### src/rtl/intersection_phase_scheduler.sv
// Two-way intersection phase sequencer: timed green/yellow/all-red rotation with
// pedestrian walk service and emergency-vehicle preemption.
module intersection_phase_scheduler #(
   parameter int TICK_DIV = 125_000_000,
   parameter int GREEN_T  = 9,
   parameter int YELLOW_T = 3,
   parameter int ALLRED_T = 1,
   parameter int WALK_T   = 5
) (
   input  logic       clk,
   input  logic       rst,
   input  logic       ped_btn_ns,
   input  logic       ped_btn_ew,
   input  logic       emg_req,
   input  logic       emg_dir,
   output logic [2:0] light_ns,
   output logic [2:0] light_ew,
   output logic       walk_ns,
   output logic       walk_ew,
   output logic [3:0] countdown,
   output logic [2:0] phase
);

   localparam int TW = (TICK_DIV > 1) ? $clog2(TICK_DIV) : 1;
   localparam logic [TW-1:0] TICK_LAST = TW'(TICK_DIV - 1);
   localparam logic [3:0] GREEN_CD  = 4'(GREEN_T);
   localparam logic [3:0] YELLOW_CD = 4'(YELLOW_T);
   localparam logic [3:0] ALLRED_CD = 4'(ALLRED_T);
   localparam logic [3:0] WALK_MIN  = 4'(GREEN_T - WALK_T);

   typedef enum logic [2:0] {
      NS_GREEN  = 3'd0,
      NS_YELLOW = 3'd1,
      ALL_RED_A = 3'd2,
      EW_GREEN  = 3'd3,
      EW_YELLOW = 3'd4,
      ALL_RED_B = 3'd5
   } state_t;

   state_t        state_q, state_d, next_s;
   logic [TW-1:0] tick_cnt_q, tick_cnt_d;
   logic [3:0]    countdown_q, countdown_d;
   logic          req_ns_q, req_ns_d, req_ew_q, req_ew_d;
   logic          walk_en_q, walk_en_d;
   logic          walk_ns_q, walk_ns_d, walk_ew_q, walk_ew_d;
   logic [2:0]    light_ns_q, light_ns_d, light_ew_q, light_ew_d;
   logic          tick, timeout, go, hold;

   function automatic logic [3:0] dur_of(input state_t s);
      case (s)
         NS_GREEN, EW_GREEN:   dur_of = GREEN_CD;
         NS_YELLOW, EW_YELLOW: dur_of = YELLOW_CD;
         default:              dur_of = ALLRED_CD;
      endcase
   endfunction

   function automatic logic [5:0] lights_of(input state_t s);
      case (s)
         NS_GREEN:  lights_of = {3'b100, 3'b001};
         NS_YELLOW: lights_of = {3'b010, 3'b001};
         EW_GREEN:  lights_of = {3'b001, 3'b100};
         EW_YELLOW: lights_of = {3'b001, 3'b010};
         default:   lights_of = {3'b001, 3'b001};
      endcase
   endfunction

   always_comb begin
      state_d     = state_q;
      tick_cnt_d  = tick_cnt_q;
      countdown_d = countdown_q;
      req_ns_d    = req_ns_q | ped_btn_ns;
      req_ew_d    = req_ew_q | ped_btn_ew;
      walk_en_d   = walk_en_q;
      next_s      = state_q;
      hold        = 1'b0;
      go          = 1'b0;
      tick        = (tick_cnt_q == TICK_LAST);
      timeout     = tick && (countdown_q <= 4'd1);

      case (state_q)
         NS_GREEN: begin
            next_s = NS_YELLOW;
            hold   = emg_req && !emg_dir;
            go     = emg_req ? emg_dir : timeout;
         end
         NS_YELLOW: begin
            next_s = ALL_RED_A;
            go     = timeout;
         end
         ALL_RED_A: begin
            next_s = (emg_req && !emg_dir) ? NS_GREEN : EW_GREEN;
            go     = timeout;
         end
         EW_GREEN: begin
            next_s = EW_YELLOW;
            hold   = emg_req && emg_dir;
            go     = emg_req ? !emg_dir : timeout;
         end
         EW_YELLOW: begin
            next_s = ALL_RED_B;
            go     = timeout;
         end
         ALL_RED_B: begin
            next_s = (emg_req && emg_dir) ? EW_GREEN : NS_GREEN;
            go     = timeout;
         end
         default: begin
            next_s = ALL_RED_B;
            go     = 1'b1;
         end
      endcase

      if (go) begin
         state_d     = next_s;
         tick_cnt_d  = '0;
         countdown_d = dur_of(next_s);
         walk_en_d   = 1'b0;
         // A green entered under preemption serves no pedestrians and keeps the latch.
         if (!emg_req && next_s == NS_GREEN) begin
            walk_en_d = req_ns_d;
            req_ns_d  = 1'b0;
         end
         if (!emg_req && next_s == EW_GREEN) begin
            walk_en_d = req_ew_d;
            req_ew_d  = 1'b0;
         end
      end else if (!hold) begin
         tick_cnt_d = tick ? '0 : tick_cnt_q + TW'(1);
         if (tick) countdown_d = countdown_q - 4'd1;
      end

      walk_ns_d = (state_d == NS_GREEN) && walk_en_d && (countdown_d > WALK_MIN) && !emg_req;
      walk_ew_d = (state_d == EW_GREEN) && walk_en_d && (countdown_d > WALK_MIN) && !emg_req;
      {light_ns_d, light_ew_d} = lights_of(state_d);
   end

   always_ff @(posedge clk) begin
      if (rst) begin
         state_q     <= NS_GREEN;
         tick_cnt_q  <= '0;
         countdown_q <= GREEN_CD;
         req_ns_q    <= 1'b0;
         req_ew_q    <= 1'b0;
         walk_en_q   <= 1'b0;
         walk_ns_q   <= 1'b0;
         walk_ew_q   <= 1'b0;
         light_ns_q  <= 3'b100;
         light_ew_q  <= 3'b001;
      end else begin
         state_q     <= state_d;
         tick_cnt_q  <= tick_cnt_d;
         countdown_q <= countdown_d;
         req_ns_q    <= req_ns_d;
         req_ew_q    <= req_ew_d;
         walk_en_q   <= walk_en_d;
         walk_ns_q   <= walk_ns_d;
         walk_ew_q   <= walk_ew_d;
         light_ns_q  <= light_ns_d;
         light_ew_q  <= light_ew_d;
      end
   end

   assign phase     = state_q;
   assign countdown = countdown_q;
   assign light_ns  = light_ns_q;
   assign light_ew  = light_ew_q;
   assign walk_ns   = walk_ns_q;
   assign walk_ew   = walk_ew_q;

endmodule

### config.mk
export PLATFORM = sky130hd
export DESIGN_NAME = intersection_phase_scheduler
export DESIGN_NICKNAME = d
export VERILOG_FILES = /design/src/rtl/intersection_phase_scheduler.sv
export SDC_FILE = /design/constraint.sdc
export NUM_CORES = 1
export LEC_CHECK = 0
export ABC_AREA = 1
export CAP_MARGIN = 10
export CORE_ASPECT_RATIO = 1.4
export CORE_MARGIN = 2
export CORE_UTILIZATION = 38
export DETAILED_ROUTE_END_ITERATION = 7
export PLACE_DENSITY = 0.62
export SLEW_MARGIN = 20
export SYNTH_ARGS = -nofsm -noshare
export SYNTH_HDL_FRONTEND = slang
export SYNTH_SLANG_ARGS = --single-unit
### constraint.sdc
create_clock -name clk -period 5.6 [get_ports clk]
set_input_delay 1.12 -clock clk [delete_from_list [all_inputs] [get_ports clk]]
set_output_delay 1.12 -clock clk [all_outputs]
set_load 0.005 [all_outputs]
==> impl_metrics.toml, run 1 <==
[floorplan]
die_y_um = 103
dieArea_um2 = 7660
core-area_um2 = 6850
die_x_um = 74.5
ioPinCount = 21
start_util = 0.387
fp-row-count = 36

[logic_synthesis]
yosysTopAreaCellShare = 0.340
yosys-top-cells-count = "nand2_1, nor2_1, inv_1"
ys_seq_elements = 45
synth_seq_area_share = 0.340
synthFlopType = "dfxtp_1"
synth-edff-count = 0
synth_most_common_cell = "nand2_1"
syn_inst = 407
async_reset_ff_frac = 0
synth_top_cell_by_area = "dfxtp_1"
synthTopCellsByArea = "dfxtp_1, nand2_1, nor2_1, inv_1, nand3_1"
avgSynthCellArea_um2 = 6.51
netlist-cell-type-count = 38
syn_nets = 416
synthesis.area_um2 = 2650
ys_warn_count = 0

[global_route]
grt_pass1_wl_um = 11600
grtUsageMet1 = 0.216
grtUsageMet2 = 0.350
antenna_found_initial = 0
grt_max_degree = 18
grt_use_total = 0.195
grt-busiest-layer = "met2"
overflow = 0
grt.met3_usage = 0.0274
grt_pass1_vias = 2570

[clock_network]
cts_buffers = 5
path_clk_slew_ns = 0.09
ctsLongestPathBuffers = 2
root_buffer = "clkbuf_8"
cts_tree = "built"
post_cts_buffers = 0
numClockSinks = 45
ctsHtreeMaxLevel = 2
clk-insertion-delay-late_ns = 0.30
cts_hold_buf = 0
cts_resized = 0

[power]
p_sw_uw = 361
pwr-share-seq = 0.395
clkPwrFrac = 0.259
ir_drop_mv = 0.235
p_int_uw = 616
p_comb_frac = 0.346
p_leak_nw = 1.28
p_sw_frac = 0.370
p_per_area_nw_per_um2 = 321

[sta]
setup_tns_ns = 0
clock_skew_ns = 0.0125
fmax_mhz = 289
slew_headroom = 0.446
worst_pin_slew_ns = 0.828
setup_violations = 0
rsz0062_at_grt = "no"
hold_viol = 0
whs_ns = 0.507
finalCriticalPeriod_ns = 3.46
drv_slew = 0
finalCritPeriodShare = 0.619

[hold_path]
hp-class = "flop to flop"
holdPathEnd = "tick_cnt_q[1]$_SDFFE_PP0N_"
hold_depth = 2
hold_start = "tick_cnt_q[1]$_SDFFE_PP0N_"

[routing]
dr.first_iter.drc_count = 140
wl_um = 6770
antenna_left = 0
vias_per_cell = 4.92
avgRoutedWirePerCell_um = 12.9
drt-pass1-iter-count = 5
vias = 2583
drc_errors = 0

[setup_path]
r2r-start = "countdown[0]$_SDFF_PP1_"
rr_endpoint = "tick_cnt_q[15]$_SDFFE_PP0N_"
path_class = "input pin to flop"
r2r_slack_ns = 2.79
critPathCaptureType = "flop"
start_kind = "input pin"
path_max_fanout = 16
cp.arrival_ns = 3.68
startpoint = "emg_req"
worstPathRequired_ns = 5.81
r2r_cells = 9

[place]
gp_congestion = 0.888
port_buffers = 20
dp_hpwl_um = 5180

[finish]
n_antenna_cell = 0
nNetsFinal = 438
area_growth_pct = 15.2
drive_above_1_share = 0.0791

[job]
maxCapViolations = 0

[run_status]
status = "finished clean"
[metal layers]
metal / share of wire / wire (um)
met2: 0.51 / 3460
met5: 0 / 0
met1: 0.41 / 2800
met3: 0.032 / 219
met4: 0.043 / 292
[layout make-up]
cell class / count / area [um^2]
fill: 743 / 3800
clock buffer: 5 / 68.8
multi-input combinational: 299 / 1500
sequential: 45 / 901
tap: 95 / 119
clock inverter: 3 / 46.3
timing repair buffer: 20 / 200
inverter: 58 / 218
[registers in the layout, summed over array words and instances (netlist names)]
register	cells
countdown	4
light_ew	3
light_ns	3
phase	3
req_ew_q	1
req_ns_q	1
tick_cnt_q	27
walk_en_q	1
walk_ew	1
walk_ns	1
[metrics by stage]
step	cell area, um^2	worst slack (ns)	util	cells	total power [mW]
after floorplan	2650	3.38	-	407	0.619
after global placement	2930	1.88	0.429	517	0.728
after detailed placement	2930	1.83	0.429	517	0.731
after CTS	3050	2.14	0.445	525	0.986
after global routing	3050	1.81	0.445	525	1.05
final	3050	2.14	0.445	525	0.978
[placed cells by master (no fill, tap or decap), types with 2 or more instances in the layout]
cell type | synthesis | routed
nand3_2 | 4 | 4
inv_1 | 52 | 52
nor4_1 | 3 | 3
o21ai_0 | 7 | 7
nor2_1 | 73 | 73
clkbuf_8 | 0 | 5
a21oi_1 | 9 | 9
nor3_1 | 18 | 18
nand2_2 | 4 | 4
nand3_1 | 30 | 30
xor2_1 | 9 | 9
dfxtp_1 | 45 | 45
a31oi_1 | 2 | 2
o21ai_1 | 2 | 2
o21ai_2 | 2 | 2
clkdlybuf4s50_1 | 0 | 20
inv_2 | 5 | 5
nor2_4 | 3 | 3
a211oi_1 | 3 | 3
ha_1 | 3 | 3
nand4_1 | 13 | 13
nor3b_1 | 3 | 3
xnor2_1 | 2 | 2
nand2_1 | 98 | 98
[power by group through the flow]
stage	Clock (mW)	Sequential (mW)	Combinational [mW]
final	0.253	0.386	0.339
after global routing	0.273	0.391	0.382
after CTS	0.260	0.386	0.339
after detailed placement	0	0.394	0.337
after global placement	0	0.394	0.335
after floorplan	0	0.391	0.228
[logic make-up after synthesis]
kind of cell,after synthesis,share of synthesized area
AO/OA/AOI/OAI,29,0.0695
XOR/XNOR,11,0.0364
adder cells (fa/ha/maj),3,0.0142
buffers and inverters,63,0.0945
flip-flops,45,0.340
AND/OR/NAND/NOR,256,0.445
[critical path: stages]
cell             delay [ns]
clkdlybuf4s50_1        0.54
nand2_1                0.09
inv_1                  0.08
nor2_1                 0.06
nor2_1                 0.14
a21oi_2                0.04
nor2_1                 0.63
nand2_1                0.64
a211oi_1               0.32
[worst max path at each step]
stage | depth (start not counted) | endpoint
after floorplan | 12 | tick_cnt_q[14]$_SDFFE_PP0N_
after global placement | 9 | tick_cnt_q[15]$_SDFFE_PP0N_
after detailed placement | 9 | tick_cnt_q[9]$_SDFFE_PP0N_
after CTS | 9 | tick_cnt_q[15]$_SDFFE_PP0N_
after global routing | 9 | tick_cnt_q[15]$_SDFFE_PP0N_
final | 9 | tick_cnt_q[15]$_SDFFE_PP0N_
Power figures use the tool's default switching activity.
==> run 2, diff against run 1 <==
clock period = 3.25 ns   (was 5.6 ns; I/O delays follow)
==> run 2 against run 1 <==
  * Register-to-register slack got worse by 1.8 ns
  * Setup slack got worse by 1.3 ns
  * Core utilization hardly changed
  * Critical path type unchanged
  * Critical endpoint is now tick_cnt_q[12]$_SDFFE_PP0N_
==> impl_metrics.toml, run 2 (same netlist as run 1, synthesis figures left out) <==
[run_status]
status = "finished clean"

[sta]
finalCriticalPeriod_ns = 2.41
slew_headroom = 0.673
setup_violations = 0
worst_pin_slew_ns = 0.488
rsz0062_at_grt = "no"
finalCritPeriodShare = 0.743
fin_ws_ns = 0.836
setup_tns_ns = 0
drv_slew = 0
clock_skew_ns = 0.00909
whs_ns = 0.512
hold_viol = 0
fmax_mhz = 414

[clock_network]
post_cts_buffers = 0
ctsLongestPathBuffers = 2
clk-insertion-delay-late_ns = 0.32
cts_tree = "built"
root_buffer = "clkbuf_8"
path_clk_slew_ns = 0.09
ctsHtreeMaxLevel = 2
cts_hold_buf = 0
cts_resized = 0
cts_buffers = 5
numClockSinks = 45

[finish]
area_growth_pct = 15.3
layout.cells.non_filler = 528
regMostFlops = "tick_cnt_q"
final_cell_mix = "nand2_1, nor2_1, inv_1"
drive_above_1_share = 0.0855
largest_reg_flops = 27
n_antenna_cell = 0
final_common_cell = "nand2_1"
utilization = 0.446
nFillCells = 757
nNetsFinal = 441

[setup_path]
slowest_delay_ns = 0.53
cp.arrival_ns = 2.64
start_kind = "input pin"
path_max_fanout = 12
worstPathRequired_ns = 3.48
critPathBufInv = 2
cp_common_cell = "nor2_1"
r2r_cells = 9
crit_cells = 9
slowest_stage = "clkdlybuf4s50_1"
path_class = "input pin to flop"
crit_chain = "clkdlybuf4s50_1 > nand2_1 > inv_1 > nor2_1 > nor2_1 > a21oi_2 > nor2_1 > nand3_2 > nor3b_1"
critPathCaptureType = "flop"
crit_family = "simple AND/OR/NAND/NOR gates"

[power]
p_comb_frac = 0.362
p_per_area_nw_per_um2 = 537
clkPwrFrac = 0.232
p_sw_uw = 637
p_leak_nw = 1.29
p_sw_frac = 0.389
ir_drop_mv = 0.374
p_int_mw = 1.00
pwr-share-seq = 0.406

[routing]
drc_errors = 0
vias = 2562
avgRoutedWirePerCell_um = 12.6
antenna_left = 0
vias_per_cell = 4.85
wl_um = 6680
drt-pass1-iter-count = 6
dr.first_iter.drc_count = 114

[floorplan]
ioPinCount = 21
dieArea_um2 = 7660
die_y_um = 103
die_x_um = 74.5
core-area_um2 = 6850
fp-row-count = 36
start_util = 0.387

[global_route]
antenna_found_initial = 0
grt_max_degree = 17
grt_use_total = 0.191
overflow = 0
grt_pass1_wl_um = 11200
grt_pass1_vias = 2557

[place]
gp_congestion = 0.869
dp_cells = 520
pre_cts_ws_ns = 0.537
port_buffers = 20
dp_hpwl_um = 5250

[hold_path]
hp-class = "flop to flop"
hold_depth = 2

[job]
maxCapViolations = 0
## run 2: changes by cell type in the layout (fill, tap and decap cells not counted), sizes merged
cell | before | now
buf | 0 | 3
bufinv | 1 | 0
clkinv | 2 | 3
clkinvlp | 1 | 0
inv | 57 | 58
## run 2: cell type report
| class | count | area (um^2) | area share |
|---|---|---|---|
| clock buffers | 5 | 68.8 | 0.0226 |
| clock inverters | 3 | 26.3 | 0.00861 |
| inverters | 58 | 218 | 0.0713 |
| flip-flops and latches | 45 | 901 | 0.295 |
| well taps | 95 | 119 | 0.0390 |
| repair buffers | 23 | 223 | 0.0730 |
| multi-input cells | 299 | 1500 | 0.490 |
## run 2: metrics by stage
step | power [mW] | area (um^2)
finish | 1.64 | 3050
detailed placement | 1.27 | 2960
floorplan | 1.07 | 2650
CTS | 1.65 | 3050
global placement | 1.27 | 2960
global route | 1.74 | 3050
## run 2: metal layers
metal	vias up	share of wire	track usage	wire, um
li1	1348	-	-	-
met1	1154	0.41	0.192	2740
met2	43	0.53	0.358	3520
met3	17	0.028	0.0381	188
met4	0	0.034	0.103	225
met5	-	0	0	0
## run 2: worst min-delay path, delay by kind of cell (launching register included)
family	cells	cell delay [ns]
and+or+nand+nor	1	0.08
DFF	1	0.34
AOI/OAI and AO/OA	1	0.05
## run 2: path summary, 6_finish.rpt
path | to | start | slack, ns
setup / recovery | tick_cnt_q[12]$_SDFFE_PP0N_ | emg_req | 0.84
hold / removal | tick_cnt_q[1]$_SDFFE_PP0N_ | tick_cnt_q[1]$_SDFFE_PP0N_ | 0.51
setup reg to reg | tick_cnt_q[12]$_SDFFE_PP0N_ | countdown[0]$_SDFF_PP1_ | 0.97
hold reg to reg | tick_cnt_q[1]$_SDFFE_PP0N_ | tick_cnt_q[1]$_SDFFE_PP0N_ | 0.51
## run 2: power groups by stage
stage,Clock (mW),Sequential [mW],Combinational [mW]
floorplan,0,0.674,0.392
global placement,0,0.680,0.588
detailed placement,0,0.678,0.592
CTS,0.391,0.666,0.595
global route,0.405,0.673,0.667
finish,0.380,0.665,0.593
